[src/rtl/frame_former_controller.sv]
// frame_former_controller
// Drains the frame-former buffer into framed beats on a 64-bit AXI-Stream master.
// Each frame carries two header words built from the cfg_* values captured at the
// start of the frame. PAYLOAD_WORDS buffer words follow. Zero pad beats are added
// when the frame would otherwise be shorter than MIN_FRAME_WORDS. After the beat
// that carries tlast, GAP_CYCLES idle cycles are enforced.
//
// Ports
//   ACLK, ARESET             clock, synchronous active-high reset
//   cfg_dst_mac/src_mac/     header fields, captured when a frame starts
//     cfg_ethertype
//   enable                   permits new frames; an in-flight frame always completes
//   buf_data/empty/count     head word, empty flag and occupancy of the buffer
//   buf_pop                  pops the buffer head (buffer ready input)
//   M_AXIS_*                 64-bit stream master (tkeep is always all-ones)
//   busy                     controller is not idle
//   frames_sent              completed frames, wrapping
//   underrun_stalls          PAYLOAD cycles with an empty buffer, saturating
module frame_former_controller #(
  parameter int unsigned PAYLOAD_WORDS   = 8,
  parameter int unsigned MIN_FRAME_WORDS = 8,
  parameter int unsigned START_THRESHOLD = 1,
  parameter int unsigned GAP_CYCLES      = 3,
  parameter int unsigned CNT_WIDTH       = 7
) (
  input  logic                 ACLK,
  input  logic                 ARESET,
  input  logic [47:0]          cfg_dst_mac,
  input  logic [47:0]          cfg_src_mac,
  input  logic [15:0]          cfg_ethertype,
  input  logic                 enable,
  input  logic [63:0]          buf_data,
  input  logic                 buf_empty,
  input  logic [CNT_WIDTH-1:0] buf_count,
  output logic                 buf_pop,
  output logic [63:0]          M_AXIS_tdata,
  output logic [7:0]           M_AXIS_tkeep,
  output logic                 M_AXIS_tvalid,
  output logic                 M_AXIS_tlast,
  input  logic                 M_AXIS_tready,
  output logic                 busy,
  output logic [15:0]          frames_sent,
  output logic [15:0]          underrun_stalls
);

  localparam int unsigned PAD_BEATS =
    (2 + PAYLOAD_WORDS < MIN_FRAME_WORDS) ? (MIN_FRAME_WORDS - 2 - PAYLOAD_WORDS) : 0;
  localparam bit                   HAS_PAD   = (PAD_BEATS != 0);
  localparam logic [15:0]          PAY_LAST  = 16'(PAYLOAD_WORDS - 1);
  localparam logic [15:0]          PAD_LAST  = 16'(PAD_BEATS - 1);
  localparam logic [7:0]           GAP_LAST  = 8'(GAP_CYCLES - 1);
  localparam logic [CNT_WIDTH-1:0] START_LVL = CNT_WIDTH'(START_THRESHOLD);

  typedef enum logic [2:0] {
    S_IDLE,
    S_HDR0,
    S_HDR1,
    S_PAYLOAD,
    S_PAD,
    S_GAP
  } state_e;

  // A zero-length gap returns straight to IDLE after the final beat.
  localparam state_e AFTER_LAST = (GAP_CYCLES == 0) ? S_IDLE : S_GAP;

  state_e      state_q, state_d;
  logic [15:0] cnt_q, cnt_d;
  logic [7:0]  gap_q, gap_d;
  logic [47:0] dst_q, src_q;
  logic [15:0] type_q;
  logic [15:0] frames_q;
  logic [15:0] stalls_q;

  logic        tvalid_w, tlast_w, pop_w;
  logic [63:0] tdata_w;

  // State register and frame bookkeeping
  always_ff @(posedge ACLK) begin
    if (ARESET) begin
      state_q  <= S_IDLE;
      cnt_q    <= '0;
      gap_q    <= '0;
      dst_q    <= '0;
      src_q    <= '0;
      type_q   <= '0;
      frames_q <= '0;
      stalls_q <= '0;
    end else begin
      state_q <= state_d;
      cnt_q   <= cnt_d;
      gap_q   <= gap_d;
      if (state_q == S_IDLE && state_d == S_HDR0) begin
        dst_q  <= cfg_dst_mac;
        src_q  <= cfg_src_mac;
        type_q <= cfg_ethertype;
      end
      if (tvalid_w && M_AXIS_tready && tlast_w) begin
        frames_q <= frames_q + 16'd1;
      end
      if (state_q == S_PAYLOAD && buf_empty && stalls_q != '1) begin
        stalls_q <= stalls_q + 16'd1;
      end
    end
  end

  // Next-state logic
  always_comb begin
    state_d = state_q;
    cnt_d   = cnt_q;
    gap_d   = gap_q;
    case (state_q)
      S_IDLE: begin
        if (enable && buf_count >= START_LVL) begin
          state_d = S_HDR0;
          cnt_d   = '0;
        end
      end
      S_HDR0: begin
        if (M_AXIS_tready) state_d = S_HDR1;
      end
      S_HDR1: begin
        if (M_AXIS_tready) begin
          state_d = S_PAYLOAD;
          cnt_d   = '0;
        end
      end
      S_PAYLOAD: begin
        if (pop_w) begin
          if (cnt_q == PAY_LAST) begin
            cnt_d   = '0;
            gap_d   = '0;
            state_d = HAS_PAD ? S_PAD : AFTER_LAST;
          end else begin
            cnt_d = cnt_q + 16'd1;
          end
        end
      end
      S_PAD: begin
        if (M_AXIS_tready) begin
          if (cnt_q == PAD_LAST) begin
            gap_d   = '0;
            state_d = AFTER_LAST;
          end else begin
            cnt_d = cnt_q + 16'd1;
          end
        end
      end
      S_GAP: begin
        if (gap_q == GAP_LAST) state_d = S_IDLE;
        else                   gap_d   = gap_q + 8'd1;
      end
      default: state_d = S_IDLE;
    endcase
  end

  // Output logic
  always_comb begin
    tdata_w  = '0;
    tvalid_w = 1'b0;
    tlast_w  = 1'b0;
    pop_w    = 1'b0;
    case (state_q)
      S_HDR0: begin
        tdata_w  = {dst_q, src_q[47:32]};
        tvalid_w = 1'b1;
      end
      S_HDR1: begin
        tdata_w  = {src_q[31:0], type_q, 16'h0000};
        tvalid_w = 1'b1;
      end
      S_PAYLOAD: begin
        tdata_w  = buf_data;
        tvalid_w = !buf_empty;
        tlast_w  = !HAS_PAD && (cnt_q == PAY_LAST) && !buf_empty;
        pop_w    = !buf_empty && M_AXIS_tready;
      end
      S_PAD: begin
        tvalid_w = 1'b1;
        tlast_w  = (cnt_q == PAD_LAST);
      end
      default: ;
    endcase
    // Suppress the handshake in the reset cycle itself so an abandoned frame
    // neither consumes a buffer word nor hands a beat downstream at that edge.
    if (ARESET) begin
      tvalid_w = 1'b0;
      tlast_w  = 1'b0;
      pop_w    = 1'b0;
    end
  end

  assign buf_pop         = pop_w;
  assign M_AXIS_tdata    = tdata_w;
  assign M_AXIS_tvalid   = tvalid_w;
  assign M_AXIS_tlast    = tlast_w;
  assign M_AXIS_tkeep    = 8'hFF;
  assign busy            = (state_q != S_IDLE);
  assign frames_sent     = frames_q;
  assign underrun_stalls = stalls_q;

endmodule

[config.mk]
export PLATFORM = sky130hd
export DESIGN_NAME = frame_former_controller
export DESIGN_NICKNAME = d
export VERILOG_FILES = /design/src/rtl/frame_former_controller.sv
export SDC_FILE = /design/constraint.sdc
export NUM_CORES = 1
export LEC_CHECK = 0
export CORE_MARGIN = 2
export CORE_UTILIZATION = 49
export CTS_BUF_LIST = sky130_fd_sc_hd__clkbuf_4 sky130_fd_sc_hd__clkbuf_8 sky130_fd_sc_hd__clkbuf_16
export DETAILED_ROUTE_END_ITERATION = 8
export PLACE_DENSITY = 0.86
export SYNTH_ARGS = -nofsm -noshare
export SYNTH_HDL_FRONTEND = slang
export SYNTH_SLANG_ARGS = --single-unit
export TNS_END_PERCENT = 10
[constraint.sdc]
create_clock -name ACLK -period 4.34 [get_ports ACLK]
set_clock_uncertainty 0.15 [all_clocks]
set_input_delay 0.868 -clock ACLK [delete_from_list [all_inputs] [get_ports ACLK]]
set_output_delay 0.868 -clock ACLK [all_outputs]
set_load 0.02 [all_outputs]
# After elaboration in Yosys (flattened, before gate mapping)
# Cells that the tools add are included.
# W data, S select, Z words.
# word_totals
regBits	171
inputBits	188
wordCells	76
# classes
addsub	4
order_cmp	1
eq_ne	18
mux	29
reduce_logical	16
# op_table
op	n
$pmux W64 S3	1
$mux W16	6
$pmux W16 S4	1
$add A16 B1 Y16 const B	3
$mux W8	5
$mux W3	8
$pmux W8 S3	1
$pmux W3 S6	1
$eq A16 B16 Y1 const B	1
$eq A16 B3 Y1 const B	1
$ne A16 B16 Y1 const B	1
$ne A2 B2 Y1 const B	6
$reduce_and A6 Y1	2
$add A8 B1 Y8 const B	1
$eq A8 B2 Y1 const B	1
$logic_and A1 B1 Y1	8
$ge A7 B1 Y1 const B	1
$eq A3 B1 Y1 const B	2
$eq A3 B2 Y1 const B	2
$eq A3 B3 Y1 const B	2
$reduce_bool A3 Y1	2
$mux W1	4
$ne A2 B1 Y1 const B	2
$pmux W1 S2	2
4 further kinds	4

# Logic depth before layout (Yosys ltp)
# Gate-level depths: netlist of run 1.
# logic_depth
word_depth	8
mapped_depth	9

# Worst setup path before layout of run 1
# OpenSTA, ideal clock, no wires.
# synth_timing
path_type	register to output
startpoint	reg state_q[0]
endpoint	out M_AXIS_tdata[0]
t_arrival_ps	1848
required_ps	3322
slack_ps	1474
path_stages_with_launch	6
n_path_buf	3
cell_sequence	dfxtp_1 -> buf_2 -> clkbuf_1 -> nor3b_1 -> clkbuf_1 -> a22o_1
# synth_between
elab_chain_cells	2
elab_cells_between_ends	4
# synth_lines
item	line	text
start, declared	66	state_e state_q, state_d;
start signal, assigned	89	state_q <= state_d;
$eq A3 B2 Y1 / $eq A3 B1 Y1 (equally long branches)	162	case (state_q)
$pmux W64 S3 (*)	162	
end, declared	36	output logic [63:0] M_AXIS_tdata,
# Every way passes the cells marked *; elsewhere a longest branch is shown, timed or not.

# Worst setup path in the final report of run 1
# Same ends and word-level chain as after synthesis.

==> results.json, run 1 <==
{
  "drtPass1Iterations": 7,
  "power_mw": 3.98,
  "antenna_found_initial": 0,
  "synth_most_common_cell": "nand2_1",
  "holdCritStartpoint": "src_q[45]$_SDFFE_PP0P_",
  "yosys-top-cells-count": "247 x nand2_1, 171 x dfxtp_1, 136 x a21oi_1",
  "fin_tns_setup_ps": 0,
  "cts_buffers": 17,
  "synth_top_area_share_pct": 40.8,
  "gp_congestion": 0.903,
  "root_buffer": "clkbuf_16",
  "layout-drive-gt1-share_pct": 9.36,
  "drt_iter0_drc": 760,
  "synth_largest_area_cell": "dfxtp_1",
  "cp_slowest_cell": "nor3b_2",
  "power_density_nw_per_um2": 334,
  "cp-end-kind": "output port",
  "fmax_mhz": 250,
  "fin_crit_sh_pct": 92.0,
  "critPathRequiredTime_ps": 3320,
  "synthCells": 1052,
  "htreeDepth": 4,
  "pin_count": 296,
  "p_leak_nw": 4.42,
  "viasPerCell": 5.56,
  "r2r_start": "state_q[1]$_SDFF_PP0_",
  "critPathMaxStageDelay_ps": 920,
  "ant_nets": 0,
  "r2r-end": "underrun_stalls[12]$_SDFFE_PP0P_",
  "cts_setup_buffers": 0,
  "synth_top_flop_cell": "dfxtp_1",
  "regToRegSetupSlack_ps": 1100,
  "ctsResizeCount": 0,
  "relSlewSlack_pct": 28.6,
  "fp-row-count": 47,
  "drv_cap": 0,
  "coreArea_um2": 16600,
  "tightest_slew_ps": 1070,
  "clkTransAtPathRegs_ps": 60,
  "via_count": 8468,
  "hpwl_um": 17500,
  "hold_path_end": "src_q[45]$_SDFFE_PP0P_",
  "async_flop_share_pct": 0,
  "grt_pass1_wl_um": 40200,
  "worstPathBufferInverterCount": 1,
  "synth-seq-cells": 171,
  "worstRegToRegCells": 7,
  "port_buffers": 287,
  "worst-setup-path-type": "reg2out",
  "rsz0062_at_grt": "no",
  "clock_latency_ps": 420,
  "critPathTopFamily": "simple AND/OR/NAND/NOR gates",
  "grt_overflow_total": 0,
  "cts_tree": "done",
  "crit_chain": "nor3b_2, a22o_1, clkdlybuf4s50_1",
  "hold_buffers": 0,
  "ir_drop_mv": 0.268,
  "die_w_um": 135,
  "drc_errors": 0,
  "fin_nets": 1483,
  "initial_core_util_pct": 50.4,
  "finalHoldViolCount": 0,
  "critPathLaunchType": "register",
  "status": "finished, final reports clean",
  "syn_to_final_growth_pct": 42.1,
  "critPathMaxFanout": 28,
  "track_usage_pct": 27.5,
  "setup_viol": 0,
  "synthDistinctLibCells": 65,
  "hold_class": "reg2reg",
  "worstHoldPathCells": 2,
  "die_h_um": 135,
  "syn_area_per_cell_um2": 7.97,
  "arrival_ps": 2980,
  "wirelength_um": 25600,
  "yosysWarnings": 0,
  "synthTopCellsByArea": "dfxtp_1 41%, nand2_1 11%, a21oi_1 8.1%",
  "cts.sinks": 171,
  "min_period_ps": 3990,
  "grt_max_degree": 111,
  "grt_pass1_vias": 8078,
  "yosysSeqAreaShare_pct": 40.8,
  "num_antenna_cells": 0,
  "synth_area_um2": 8390,
  "clockBufferDepth": 2,
  "dieArea_um2": 18200,
  "synth_edf_count": 0,
  "slew_viol_final": 0,
  "avgRoutedWirePerCell_um": 16.8
}
## state kept, by name, summed over array words and instances, names as in the netlist
| register | flops |
|---|---|
| src_q | 48 |
| frames_sent | 16 |
| dst_q | 48 |
| state_q | 3 |
| underrun_stalls | 16 |
| cnt_q | 16 |
| type_q | 16 |
| gap_q | 8 |
## worst max path at each step
stage / to / slack, ps / depth (start not counted) / from
after floorplan: M_AXIS_tdata[0] / 1470 / 5 / state_q[0]$_SDFF_PP0_
after global placement: cnt_q[5]$_SDFFE_PP0P_ / 730 / 7 / M_AXIS_tready
after detailed placement: cnt_q[15]$_SDFFE_PP0P_ / 650 / 7 / M_AXIS_tready
after CTS: M_AXIS_tdata[0] / 350 / 3 / state_q[0]$_SDFF_PP0_
after global routing: M_AXIS_tdata[0] / 170 / 3 / state_q[0]$_SDFF_PP0_
final: M_AXIS_tdata[0] / 350 / 3 / state_q[0]$_SDFF_PP0_
## stage by stage
step	util, %	instance area [um2]	hold WS [ps]	std cells	setup WS [ps]
finish	71.6	11900	304	1523	346
global route	71.6	11900	322	1523	169
CTS	71.6	11900	306	1523	351
detailed placement	67.9	11300	296	1491	654
global placement	67.9	11300	289	1491	727
floorplan	-	8410	284	1059	1470
## final cells by class
| class | instances | area, um2 |
|---|---|---|
| clock buffer | 19 | 453 |
| clock inverter | 13 | 163 |
| fill | 1306 | 4720 |
| inverter | 7 | 26.3 |
| multi-input combinational | 794 | 4570 |
| sequential | 171 | 3430 |
| tap | 220 | 275 |
| timing repair buffer | 299 | 3010 |
## tightest hold or removal path, cell delays in order (launching register included)
cell and delay, ps:
dfxtp_1 310, nand2_1 50, a21oi_1 50
## cell families (layout without fill, tap and decap cells)
family | Yosys count | after routing | synth area share, %
multiplexers | 52 | 52 | 6.92
AND/OR/NAND/NOR | 449 | 449 | 23.8
flip-flops | 171 | 171 | 40.8
XOR/XNOR | 32 | 32 | 3.34
AO/OA/AOI/OAI | 247 | 247 | 18.9
adder cells (fa/ha/maj) | 6 | 6 | 0.880
buffers and inverters | 94 | 338 | 5.33
other | 1 | 8 | 0.0447
## metal layers
layer / vias up / part of all wire (%) / track usage [%]
li1: 4120 / - / -
met1: 3953 / 40 / 33.1
met2: 340 / 49 / 47.1
met3: 55 / 7.9 / 6.98
met4: 0 / 3.1 / 11.0
met5: - / 0 / 0
## placed cells by master (no fill, tap or decap), drive strengths merged, types with 13 or more instances in the layout
cell type and count:
a21oi 136, a22o 16, a22oi 48, and3 18, buf 13, clkbuf 19, clkdlybuf4s50 286, dfxtp 171
mux2 48, nand2 247, nand3 17, nand4 15, nor2 100, o21ai 14, xor2 27
## power by group
part	switching [mW]	internal, mW	leakage (nW)	total [mW]
combinational	0.338	0.341	2.72	0.679
clock	0.656	0.943	0.302	1.60
sequential	0.0510	1.65	1.40	1.70
(Power assumes the default switching activity.)
==> run 2: changes to the inputs <==
Settings changed: CORE_UTILIZATION 49 to 50, CTS_BUF_LIST sky130_fd_sc_hd__clkbuf_4 sky130_fd_sc_hd__clkbuf_8 sky130_fd_sc_hd__clkbuf_16 to sky130_fd_sc_hd__clkbuf_2 sky130_fd_sc_hd__clkbuf_4 sky130_fd_sc_hd__clkbuf_8, PLACE_DENSITY 0.86 to 0.88.
==> results.json, run 2 (synthesis gave the netlist of run 1 again) <==
{
  "critPathRequiredTime_ps": 3320,
  "htreeDepth": 4,
  "relSlewSlack_pct": 29.7,
  "pwr-share-seq_pct": 47.5,
  "cp_slowest_cell": "nor3b_2",
  "die_h_um": 134,
  "p_leak_nw": 4.33,
  "hold_class": "reg2reg",
  "clkTransAtPathRegs_ps": 80,
  "rsz0062_at_grt": "no",
  "critPathMaxStageDelay_ps": 790,
  "cts.sinks": 171,
  "clock_power_share_pct": 33.2,
  "grt_max_degree": 87,
  "die_w_um": 134,
  "top_regs": "dst_q: 48 flops, src_q: 48 flops",
  "worst-path-stages": 4,
  "grt_pass1_wl_um": 41800,
  "ir_drop_mv": 0.202,
  "swShare_pct": 26.7,
  "dieArea_um2": 17800,
  "final_cells": 1524,
  "arrival_ps": 2960,
  "fp-row-count": 47,
  "power_frac_comb_pct": 19.2,
  "initial_core_util_pct": 50.9,
  "drc_errors": 0,
  "cp-end-kind": "output port",
  "clockBufferDepth": 2,
  "status": "finished, final reports clean",
  "drv_cap": 0,
  "antenna_found_initial": 1,
  "worst-setup-path-type": "reg2out",
  "hold_buffers": 0,
  "viasPerCell": 5.71,
  "coreArea_um2": 16500,
  "fin_crit_sh_pct": 91.6,
  "cts_setup_buffers": 0,
  "p_sw_mw": 0.954,
  "wirelength_um": 26600,
  "tightest_slew_ps": 1050,
  "ctsResizeCount": 0,
  "crit_chain": "buf_4, nor3b_2, a22o_1, clkdlybuf4s50_1",
  "critPathLaunchType": "register",
  "pin_count": 296,
  "fill_cells": 1285,
  "root_buffer": "clkbuf_8",
  "ant_nets": 0,
  "cts_buffers": 17,
  "power_mw": 3.58,
  "gp_congestion": 0.909,
  "syn_to_final_growth_pct": 40.0,
  "drtPass1Iterations": 5,
  "fin_nets": 1485,
  "grt_overflow_total": 0,
  "fmax_mhz": 252,
  "fin_tns_setup_ps": 0,
  "port_buffers": 287,
  "clock_latency_ps": 450,
  "min_period_ps": 3970,
  "critPathTopFamily": "buffers and inverters",
  "cts_tree": "done",
  "track_usage_pct": 29.2,
  "internal_power_mw": 2.62,
  "critPathMaxFanout": 24,
  "layout-drive-gt1-share_pct": 9.36,
  "drt_iter0_drc": 747,
  "numPlacedInstances": 1493,
  "via_count": 8709,
  "setup_viol": 0,
  "placed_area_um2": 11300,
  "worstPathBufferInverterCount": 2,
  "worstHoldPathCells": 2,
  "power_density_nw_per_um2": 305,
  "design_area_um2": 11700,
  "final_common_cell": "clkdlybuf4s50_1",
  "grt_pass1_vias": 8406,
  "slew_viol_final": 0,
  "final_cell_mix": "286 x clkdlybuf4s50_1, 247 x nand2_1, 168 x dfxtp_1",
  "worstRegToRegCells": 6,
  "avgRoutedWirePerCell_um": 17.4,
  "finalHoldViolCount": 0,
  "hpwl_um": 18400
}
==> run 2: worst paths after layout <==
| kind | startpoint | end | slack (ps) |
|---|---|---|---|
| setup / recovery | state_q[1]$_SDFF_PP0_ | M_AXIS_tdata[7] | 370 |
| setup reg to reg | state_q[1]$_SDFF_PP0_ | cnt_q[9]$_SDFFE_PP0P_ | 1000 |
| hold / removal | dst_q[47]$_SDFFE_PP0P_ | dst_q[47]$_SDFFE_PP0P_ | 300 |
| hold reg to reg | dst_q[47]$_SDFFE_PP0P_ | dst_q[47]$_SDFFE_PP0P_ | 300 |
==> run 2: tightest hold or removal path, stage by stage, from the launching register on <==
cell and delay (ps):
dfxtp_1 310, nand2_1 50, a21oi_1 50
==> run 2: cell type report <==
| type | instances | area [um2] | share of cell area, % |
|---|---|---|---|
| tap | 220 | 275 | 2.34 |
| timing repair buffer | 301 | 3030 | 25.8 |
| multi-input combinational | 794 | 4570 | 38.9 |
| antenna | 1 | 2.50 | 0.0213 |
| inverter | 7 | 26.3 | 0.224 |
| sequential | 171 | 3430 | 29.2 |
| clock buffer | 24 | 305 | 2.60 |
| clock inverter | 6 | 113 | 0.959 |
==> run 2: metal layers <==
metal	share of wire [%]	up-vias	global-route usage (%)
li1	-	4115	-
met1	39	4104	34.1
met2	49	407	50.1
met3	7.5	83	6.62
met4	3.8	0	14.8
met5	0	-	0
==> run 2: metrics by stage <==
| step | utilization (%) | hold WS [ps] | setup slack [ps] |
|---|---|---|---|
| 2_1_floorplan | - | 284 | 1470 |
| 3_3_place_gp | 68.7 | 290 | 758 |
| 3_5_place_dp | 68.7 | 295 | 646 |
| 4_1_cts | 71.3 | 308 | 343 |
| 5_1_grt | 71.3 | 324 | 167 |
| 6_report | 71.3 | 304 | 365 |
==> run 2: power by group through the flow <==
stage                     logic (mW)  registers [mW]  clock network (mW)
after floorplan                0.382            1.71                   0
after CTS                      0.686            1.70                1.20
after global routing           0.740            1.71                1.27
after global placement         0.671            1.73                   0
after detailed placement       0.683            1.73                   0
final                          0.688            1.70                1.19
==> run 3: changes to the inputs <==
Settings changed: CORE_UTILIZATION 50 to 30, PLACE_DENSITY 0.88 to default.
==> results.json, run 3 (synthesis gave the netlist of run 1 again) <==
{
  "status": "finished, final reports clean",
  "cts_buffers": 17,
  "track_usage_pct": 18.0,
  "power_density_nw_per_um2": 304,
  "coreArea_um2": 27600,
  "gp_congestion": 0.805,
  "ir_drop_mv": 0.235,
  "grt_max_degree": 85,
  "rsz0062_at_grt": "no",
  "drt_iter0_drc": 455,
  "slew_viol_final": 0,
  "critPathRequiredTime_ps": 3320,
  "cp-end-kind": "output port",
  "grt_overflow_total": 0,
  "layout-drive-gt1-share_pct": 9.64,
  "drtPass1Iterations": 5,
  "antenna_found_initial": 0,
  "grt_pass1_wl_um": 42000,
  "cts_setup_buffers": 0,
  "fill_cells": 2809,
  "arrival_ps": 2940,
  "die_h_um": 171,
  "fp-row-count": 61,
  "hpwl_um": 18600,
  "relSlewSlack_pct": 27.8,
  "min_period_ps": 3960,
  "fin_crit_sh_pct": 91.2,
  "multi_input_area_um2": 4570,
  "p_leak_nw": 4.35,
  "fin_nets": 1487,
  "placed_area_um2": 11500,
  "hold_class": "reg2reg",
  "grt_pass1_vias": 7878,
  "htreeDepth": 4,
  "wirelength_um": 27500,
  "port_buffers": 287,
  "clkTransAtPathRegs_ps": 100,
  "drc_errors": 0,
  "drv_cap": 0,
  "top_regs": "dst_q: 48 flops, src_q: 48 flops",
  "seqCellArea_um2": 3430,
  "pin_count": 296,
  "design_area_um2": 12000,
  "setup_viol": 0,
  "fin_tns_setup_ps": 0,
  "ant_nets": 0,
  "cts_tree": "done",
  "hold_buffers": 0,
  "initial_core_util_pct": 30.4,
  "finalHoldViolCount": 0,
  "cts.sinks": 171,
  "dieArea_um2": 29300,
  "root_buffer": "clkbuf_8",
  "syn_to_final_growth_pct": 42.7,
  "utilization_pct": 43.3,
  "clock_latency_ps": 450,
  "clockBufferDepth": 2,
  "final_cell_mix": "286 x clkdlybuf4s50_1, 247 x nand2_1, 168 x dfxtp_1",
  "avgRoutedWirePerCell_um": 16.3,
  "tightest_slew_ps": 1080,
  "critPathMaxFanout": 35,
  "worst-setup-path-type": "reg2out",
  "final_common_cell": "clkdlybuf4s50_1",
  "die_w_um": 171,
  "critPathLaunchType": "register",
  "viasPerCell": 4.92,
  "fmax_mhz": 253,
  "ctsResizeCount": 0,
  "via_count": 8288
}
[run 3: cell types whose count changed in the layout (fill, tap and decap cells not counted), sizes merged]
cell	change
buf	+2
clkinvlp	-2
clkinv	+4
clkbuf	-5
inv	+5
[run 3: layer usage]
metal	GRT usage, %	routed length (um)	vias up
met3	5.02	2160	21
met4	4.61	415	0
met2	29.5	12800	253
met5	0	0	-
met1	23.5	12100	3898
li1	-	-	4116
[run 3: area by class of cell]
class                      instances  share of cell area (%)
antenna                            1                  0.0209
clock buffer                      19                    2.08
clock inverter                    13                    1.52
inverter                           7                   0.220
multi-input combinational        794                    38.2
sequential                       171                    28.6
tap                              378                    3.95
timing repair buffer             303                    25.4
[run 3: path summary, 6_finish.rpt]
kind	cells after the start	slack [ps]	startpoint	endpoint
worst min register to register	2	310	dst_q[47]$_SDFFE_PP0P_	dst_q[47]$_SDFFE_PP0P_
worst min-delay path	2	310	dst_q[47]$_SDFFE_PP0P_	dst_q[47]$_SDFFE_PP0P_
worst max register to register	5	1230	state_q[2]$_SDFF_PP0_	cnt_q[15]$_SDFFE_PP0P_
worst max-delay path	3	380	state_q[2]$_SDFF_PP0_	M_AXIS_tdata[9]
[run 3: per-stage QoR]
stage / hold slack, ps / power (mW) / std cells / worst slack (ps)
final: 305 / 3.64 / 1686 / 383
after global routing: 325 / 3.82 / 1685 / 216
after CTS: 309 / 3.70 / 1685 / 290
after detailed placement: 296 / 2.43 / 1653 / 634
after global placement: 290 / 2.42 / 1653 / 732
after floorplan: 284 / 2.09 / 1059 / 1470
[run 3: report_power, final]
part	total [mW]	switching, mW	internal (mW)
Sequential	1.69	0.0436	1.65
Combinational	0.693	0.350	0.344
Clock	1.26	0.661	0.600
Total	3.64	1.05	2.59
[run 3: critical path, cell delays in order (launching register included)]
cell and delay [ps]:
dfxtp_2 580, nor3b_2 980, a22o_1 320, clkdlybuf4s50_1 610
